`src/rtl/pipe_ctrl.sv`:
```
// Pipeline control: arbitrates stage stall requests, turns MEM exceptions into a one-cycle
// flush with redirect PC, and adds a stall watchdog plus saturating perf counters.
module pipe_ctrl #(
    parameter logic [31:0] EXC_BASE    = 32'h0000_0000,
    parameter logic [31:0] WDOG_VECTOR = 32'h0000_0060,
    parameter logic [15:0] WDOG_LIMIT  = 16'd1024
) (
    input  logic        clk,
    input  logic        rst,
    input  logic        stallreq_from_if,
    input  logic        stallreq_from_id,
    input  logic        stallreq_from_ex,
    input  logic        stallreq_from_mem,
    input  logic [31:0] excepttype_i,
    input  logic [31:0] cp0_epc_i,
    input  logic        perf_clr,
    output logic [5:0]  stall,
    output logic        flush,
    output logic [31:0] new_pc,
    output logic        wdog_timeout,
    output logic [31:0] stall_cycles,
    output logic [15:0] flush_count
);

    typedef enum logic [1:0] {StRun, StStall, StFlush} state_e;

    state_e      state_q, state_d;
    logic [15:0] wdog_cnt_q, wdog_cnt_d;
    logic        wdog_pend_q, wdog_pend_d;
    logic [31:0] stall_cycles_q, stall_cycles_d;
    logic [15:0] flush_count_q, flush_count_d;
    logic [15:0] wdog_run;

    // Priority: exception > pending watchdog > mem > ex > id > if.
    always_comb begin
        stall        = 6'b000000;
        flush        = 1'b0;
        new_pc       = 32'h0;
        wdog_timeout = 1'b0;
        if (!rst) begin
            if (excepttype_i != 32'h0) begin
                flush = 1'b1;
                case (excepttype_i)
                    32'h0000_0001: new_pc = EXC_BASE + 32'h20;
                    32'h0000_000e: new_pc = cp0_epc_i;
                    default:       new_pc = EXC_BASE + 32'h40;
                endcase
            end else if (wdog_pend_q) begin
                flush        = 1'b1;
                new_pc       = WDOG_VECTOR;
                wdog_timeout = 1'b1;
            end else if (stallreq_from_mem) begin
                stall = 6'b011111;
            end else if (stallreq_from_ex) begin
                stall = 6'b001111;
            end else if (stallreq_from_id) begin
                stall = 6'b000111;
            end else if (stallreq_from_if) begin
                stall = 6'b000011;
            end
        end
    end

    // The run length only carries over if the previous cycle was also a stall.
    assign wdog_run = (state_q == StStall) ? wdog_cnt_q : 16'h0;

    always_comb begin
        state_d        = StRun;
        wdog_cnt_d     = 16'h0;
        wdog_pend_d    = 1'b0;
        stall_cycles_d = stall_cycles_q;
        flush_count_d  = flush_count_q;
        if (rst) begin
            stall_cycles_d = 32'h0;
            flush_count_d  = 16'h0;
        end else begin
            if (flush) begin
                state_d = StFlush;
            end else if (stall[0]) begin
                state_d = StStall;
            end

            if (stall[0]) begin
                if ((WDOG_LIMIT != 16'd0) && (wdog_run == WDOG_LIMIT - 16'd1)) begin
                    wdog_pend_d = 1'b1;
                end else begin
                    wdog_cnt_d = wdog_run + 16'd1;
                end
            end

            if (perf_clr) begin
                stall_cycles_d = 32'h0;
                flush_count_d  = 16'h0;
            end else begin
                if (stall[0] && (stall_cycles_q != 32'hFFFF_FFFF)) begin
                    stall_cycles_d = stall_cycles_q + 32'd1;
                end
                if (flush && (flush_count_q != 16'hFFFF)) begin
                    flush_count_d = flush_count_q + 16'd1;
                end
            end
        end
    end

    always_ff @(posedge clk) begin
        state_q        <= state_d;
        wdog_cnt_q     <= wdog_cnt_d;
        wdog_pend_q    <= wdog_pend_d;
        stall_cycles_q <= stall_cycles_d;
        flush_count_q  <= flush_count_d;
    end

    assign stall_cycles = stall_cycles_q;
    assign flush_count  = flush_count_q;

endmodule

```
`config.mk`:
```
export PLATFORM = sky130hd
export DESIGN_NAME = pipe_ctrl
export DESIGN_NICKNAME = d
export VERILOG_FILES = /design/src/rtl/pipe_ctrl.sv
export SDC_FILE = /design/constraint.sdc
export NUM_CORES = 1
export LEC_CHECK = 0
export ABC_AREA = 1
export BUFFER_PORTS_ARGS = -buffer_cell sky130_fd_sc_hd__buf_2
export CORE_MARGIN = 10
export CORE_UTILIZATION = 45
export DETAILED_ROUTE_END_ITERATION = 8
export PLACE_DENSITY = 0.73
export SLEW_MARGIN = 20
export SYNTH_ARGS = -nofsm -noshare
export SYNTH_HDL_FRONTEND = slang
export SYNTH_SLANG_ARGS = --single-unit
export TNS_END_PERCENT = 100
```
`constraint.sdc`:
```
create_clock -name clk -period 2.1 [get_ports clk]
set_input_delay 0.42 -clock clk [delete_from_list [all_inputs] [get_ports clk]]
set_output_delay 0.42 -clock clk [all_outputs]
set_load 0.1 [all_outputs]
```
---- After elaboration in Yosys (flattened, before gate mapping) ----
Cells that the tools add are included.
storage, ports and cells
  output and inout bits ................... 88
  register bits after elaboration ......... 67
operators by class
  multiplexer cells ....................... 20
  reductions and logical operators ........ 7
  bitwise gates (word level) .............. 1
  equal/unequal tests ..................... 6
  add/subtract/negate cells ............... 3
operator list
  cell                     count
  $mux W32                 2
  $pmux W32 S2             1
  $add A16 B1 Y16 const B  2
  $add A32 B1 Y32 const B  1
  $eq A32 B1 Y1 const B    1
  $eq A32 B4 Y1 const B    1
  $ne A32 B32 Y1 const B   1
  $reduce_bool A32 Y1      1
  $eq A16 B10 Y1 const B   1
  $mux W16                 1
  $ne A16 B16 Y1 const B   1
  $mux W5                  3
  $mux W1                  7
  $mux W7                  1
  $mux W6                  1
  $reduce_or A2 Y1         3
  $mux W2                  2
  $mux W4                  1
  $mux W3                  1
  $reduce_or A3 Y1         1
  $eq A2 B1 Y1 const B     1
  $logic_and A1 B1 Y1      2
  $not A1 Y1               1

---- Logic depth before layout (Yosys ltp) ----
  depth after elaboration ................. 9
  depth in mapped cells ................... 14
  depth with buffers taken out ............ 13

---- Worst setup path after synthesis ----
Ideal clock, no wire load.
  path kind ............................... in2out
  start point ............................. input port excepttype_i[31]
  end point ............................... output port wdog_timeout
  setup slack ............................. -1976 ps
  arrival time ............................ 3656 ps
  stages .................................. 5
  required time ........................... 1680 ps
  cells stage by stage .................... nor2_1 -> nand2_1 -> nor2_1 -> nand2_1 -> nor4_1
between the ends
  longest elaborated chain between the ends .. 3
ends and longest elaborated chain
  item                 RTL line  source
  from (decl)          14        input logic [31:0] excepttype_i,
  $reduce_bool A32 Y1  41        if (excepttype_i != 32'h0) begin
  $mux W1              41
  $mux W1              40        if (!rst) begin
  to (decl)            20        output logic wdog_timeout,
Every way passes these cells.

---- Worst setup path after layout ----
  start point ............................. input port excepttype_i[24]
  end point ............................... output port new_pc[8]
between the ends
  longest elaborated chain between the ends .. 4
  elaborated cells between the ends (all ways) .. 6
ends and longest elaborated chain
  item                                                   RTL line  source
  $eq A32 B4 Y1 / $eq A32 B1 Y1 (equally long branches)  43        case (excepttype_i)
  $pmux W32 S2                                           43
  $mux W32 (*)                                           41
  $mux W32 (*)                                           40
  to (decl)                                              19        output logic [31:0] new_pc,
Mark *: on every way between the ends. The rest lies on a longest branch, timed or not.

==> metrics.md <==
| Metric | Value |
|---|---|
| Fin crit share | `105%` |
| Final Non-Filler Cells | `1,131` |
| Power Internal | `0.00198 W` |
| Tightest Pin Transition | `0.536 ns` |
| Top delay family on crit path | `simple AND/OR/NAND/NOR gates` |
| Cell Area, Synth | `4680 um^2` |
| Peak Freq | `between 400 and 500 MHz` |
| R2R depth | `12` |
| Mean Syn Cell Area | `between 5 and 6 um^2` |
| CTS Hold Buffers Added | `0` |
| Pwr Density | `372 nW/um^2` |
| FF+latch count, synth | `67` |
| Cells after synthesis | `803` |
| Critical Path Source Type | `input port` |
| Clock power share | `41.0%` |
| Layout area overhead | `57.3%` |
| Largest net degree at the start of global routing | `35` |
| Min Hold Slack | `a little over 0.5 ns` |
| Design Area, Final | `7360 um^2` |
| Worst Setup Slack, final | `-0.106 ns` |
| Slowest stage cell, crit path | `buf_12` |
| Most used DFF post-synth | `dfxtp_1` |
| Critical Path Fanout Max | `6` |
| Final nets | `1,063` |
| Die height | `122 um` |
| Synth top area share | `roughly 29%` |
| Initial antenna violation count | `1` |
| Fin crit period | `2.21 ns` |
| Buffers on Ports | `157` |
| Share of flip-flops with an asynchronous set or reset | `0%` |
| TritonCTS clock tree | `done` |
| Number of flops mapped to enable cells by yosys | `0` |
| Max Transition Viols Final | `0` |
| Detailed-route wire length | `15.8 mm` |
| Peak supply drop | `0.482 mV` |
| Gr ovfl total | `0` |
| DRT Pass-1 Iters | `7` |
| Worst EP arrival | `roughly 1.8 ns` |
| WL per Instance | `14.0 um` |
| Hold Crit Class | `flip-flop to flip-flop` |
| Initial Util | `45.7%` |
| Gpl congestion | `0.926` |
| Failing checks | `negative setup slack` |
| Post-DRT Antenna Nets | `0` |
| Die Width | `roughly 120 um` |
| Max-Slew Margin vs Limit | `64.5%` |
| Met2 Wirelength | `between 7 and 8 mm` |
| Inserted Clock Buffers | `9` |
| Fin Clk Skew | `0.0117 ns` |
| First-pass GRT wire length | `25.2 mm` |
| Sequential power share | `between 40% and 50%` |
| Clk sinks | `67` |
| GRT Util Overall | `between 20% and 30%` |
| Psw | `around 0.00076 W` |
| Status | `complete, but fails checks` |
| Clock slew at reported path FFs | `0.07 ns` |
| CP max stage delay | `roughly 0.18 ns` |
| WP data required | `between 1.5 and 2 ns` |
| Sw Share | `approximately 28%` |
| CORE AREA | `roughly 10,000 um^2` |
| Share of cells above drive strength 1 | `between 30% and 40%` |
| Initial drt markers | `259` |
| Total Neg Setup Slack | `-3.06 ns` |
| Die area | `14,900 um^2` |
| FF-to-FF Start | `stall_cycles[0]` |
| Number of global-route vias before repair | `5,048` |
| Placed Cells | `1,101` |
| R2R Path End | `stall_cycles[16]` |
| WS Path Type | `input port to output port` |
| Final HPWL DP | `11.9 mm` |
| Dominant cell type by area after synthesis | `dfxtp_1` |
| Hold Violations, Final | `0` |
| Crit end category | `output port` |
| Critical Path, Cell by Cell | `buf_6, nor2_4, nand2_1, nor2_2, nand2_2, nor3_4, nand2_2, clkinv_4, clkbuf_16, nand2_1, nor2_4, buf_12` |
| Highest routed metal layer | `met4` |
| Placed cell areas | `6780 um^2` |
| Comb pwr share | `~12%` |
| Unrepaired setup endpoints after global routing | `yes` |
| Worst-skew pair later-pin latency | `0.36 ns` |
| I/O pin cnt | `159` |
| # DRC | `0` |
| Post-synthesis sequential area ratio | `28.7%` |
| H-tree depth | `3` |
| Total number of vias | `5,413` |
| Synth area leaders | `dfxtp_1 29%, nand2_1 19%, nor2_1 17%` |
| CP bufs+invs | `4` |
| Hold path startpoint | `wdog_cnt_q[6]` |
| Reg2reg setup slack | `0.15 ns` |
| WHS Path Cells | `2` |
| MaxCap Viol Count | `0` |
| Routed length on met1 | `6.98 mm` |
| Syn_nets | `slightly below 900` |
| FP Rows | `37` |
| Static Leak | `3.16 nW` |
| Clock root buffer | `clkbuf_8` |
| Met3 wire length | `886 um` |
| Yosys cell types | `31` |
| Worst hold endpoint | `wdog_cnt_q[6]` |
| Synth Warn # | `0` |
| Clk buf depth | `2` |
| Final setup fails | `38` |
| Via density | `around 4.8` |
[final cells by class]
cell class	count	area (um^2)
clock buffers	10	138
repair inverters	1	7.51
inverters	95	372
repair buffers	200	1840
multi-input cells	615	3370
flip-flops and latches	67	1390
well taps	136	170
diodes	1	2.50
clock inverters	6	65.1
fillers	848	2870
[cell families (layout without fill, tap and decap cells)]
kind of cell,count (synthesis),count (layout),synth area share (%)
AND/OR/NAND/NOR,538,538,47.5
buffers and inverters,121,312,11.0
flip-flops,67,67,28.7
AO/OA/AOI/OAI,43,43,6.34
XOR/XNOR,30,30,5.62
adder cells (fa/ha/maj),3,3,0.802
other,1,2,0.0802
[worst max-delay path by stage]
stage                     startpoint    endpoint  slack (ns)  depth (start not counted)
finish              excepttype_i[24]   new_pc[8]       -0.11                         12
global route        excepttype_i[28]   new_pc[8]       -0.22                         12
CTS                 excepttype_i[19]  new_pc[14]       -0.17                         12
detailed placement  excepttype_i[29]  new_pc[14]       -0.20                         12
global placement    excepttype_i[29]  new_pc[25]       -0.11                         12
floorplan           excepttype_i[19]  new_pc[10]       -0.20                         10
[stage by stage]
stage / total power [W] / setup slack [ns] / utilization [%]
finish: 0.00274 / -0.106 / 71.9
global route: 0.00284 / -0.224 / 71.9
CTS: 0.00274 / -0.174 / 69.5
detailed placement: 0.00162 / -0.196 / 66.3
global placement: 0.00161 / -0.114 / 66.3
floorplan: 0.00149 / -0.198 / -
[metal layers]
metal | vias up | track usage [%]
met5 | - | 0
met4 | 0 | 4.84
met3 | 21 | 4.53
met2 | 161 | 35.6
met1 | 2396 | 25.6
li1 | 2835 | -
[worst register-to-register path, delay by kind of cell (launching register included)]
family        cells  cell delay, ns
simple gates     10            1.13
flops             1            0.39
buf+inv           1            0.18
fa+ha+maj         1            0.21
[state kept, by name, indices dropped and copies added, names as in the netlist]
register / cells
stall_cycles: 32
flush_count: 16
state_q: 2
wdog_pend_q: 1
wdog_cnt_q: 16
[power by group through the flow]
| stage | Sequential (W) | Combinational [W] | Clock, W |
|---|---|---|---|
| final | 0.00128 | 0.000332 | 0.00112 |
| after global placement | 0.00131 | 0.000300 | 0 |
| after detailed placement | 0.00131 | 0.000303 | 0 |
| after floorplan | 0.00136 | 0.000129 | 0 |
| after CTS | 0.00128 | 0.000315 | 0.00114 |
| after global routing | 0.00129 | 0.000356 | 0.00119 |
[layout by cell type (no fill, tap or decap), drive strengths merged, types with 3 or more instances in the layout]
master,instances
nand2,244
nor2,218
nor3,9
dfxtp,67
clkinv,5
o21bai,24
o21ai,8
xnor2,11
clkinvlp,4
nand4,16
nand3b,4
nand3,43
buf,198
clkbuf,12
ha,3
xor2,19
a21oi,10
inv,92
[cells in the mapped netlist (5+ instances only)]
| cell type | number |
|---|---|
| nand2_1 | 242 |
| xnor2_1 | 11 |
| xor2_1 | 19 |
| clkbuf_1 | 9 |
| inv_1 | 93 |
| buf_4 | 6 |
| nor3_1 | 8 |
| nor2_1 | 207 |
| nand4_1 | 16 |
| a21oi_2 | 5 |
| o21bai_1 | 24 |
| o21ai_0 | 8 |
| a21oi_1 | 5 |
| nand3_1 | 40 |
| nor2_2 | 7 |
| buf_2 | 6 |
| dfxtp_1 | 67 |
[timing repair]
action,in CTS,in global routing
endpoints found under the setup margin,38,74
pin swaps,5,22
buffers inserted,5,6
cloned,0,3
endpoints found under the hold margin,0,0
gates resized for setup,20,46
Note: power is estimated with default switching activity, not from simulation.
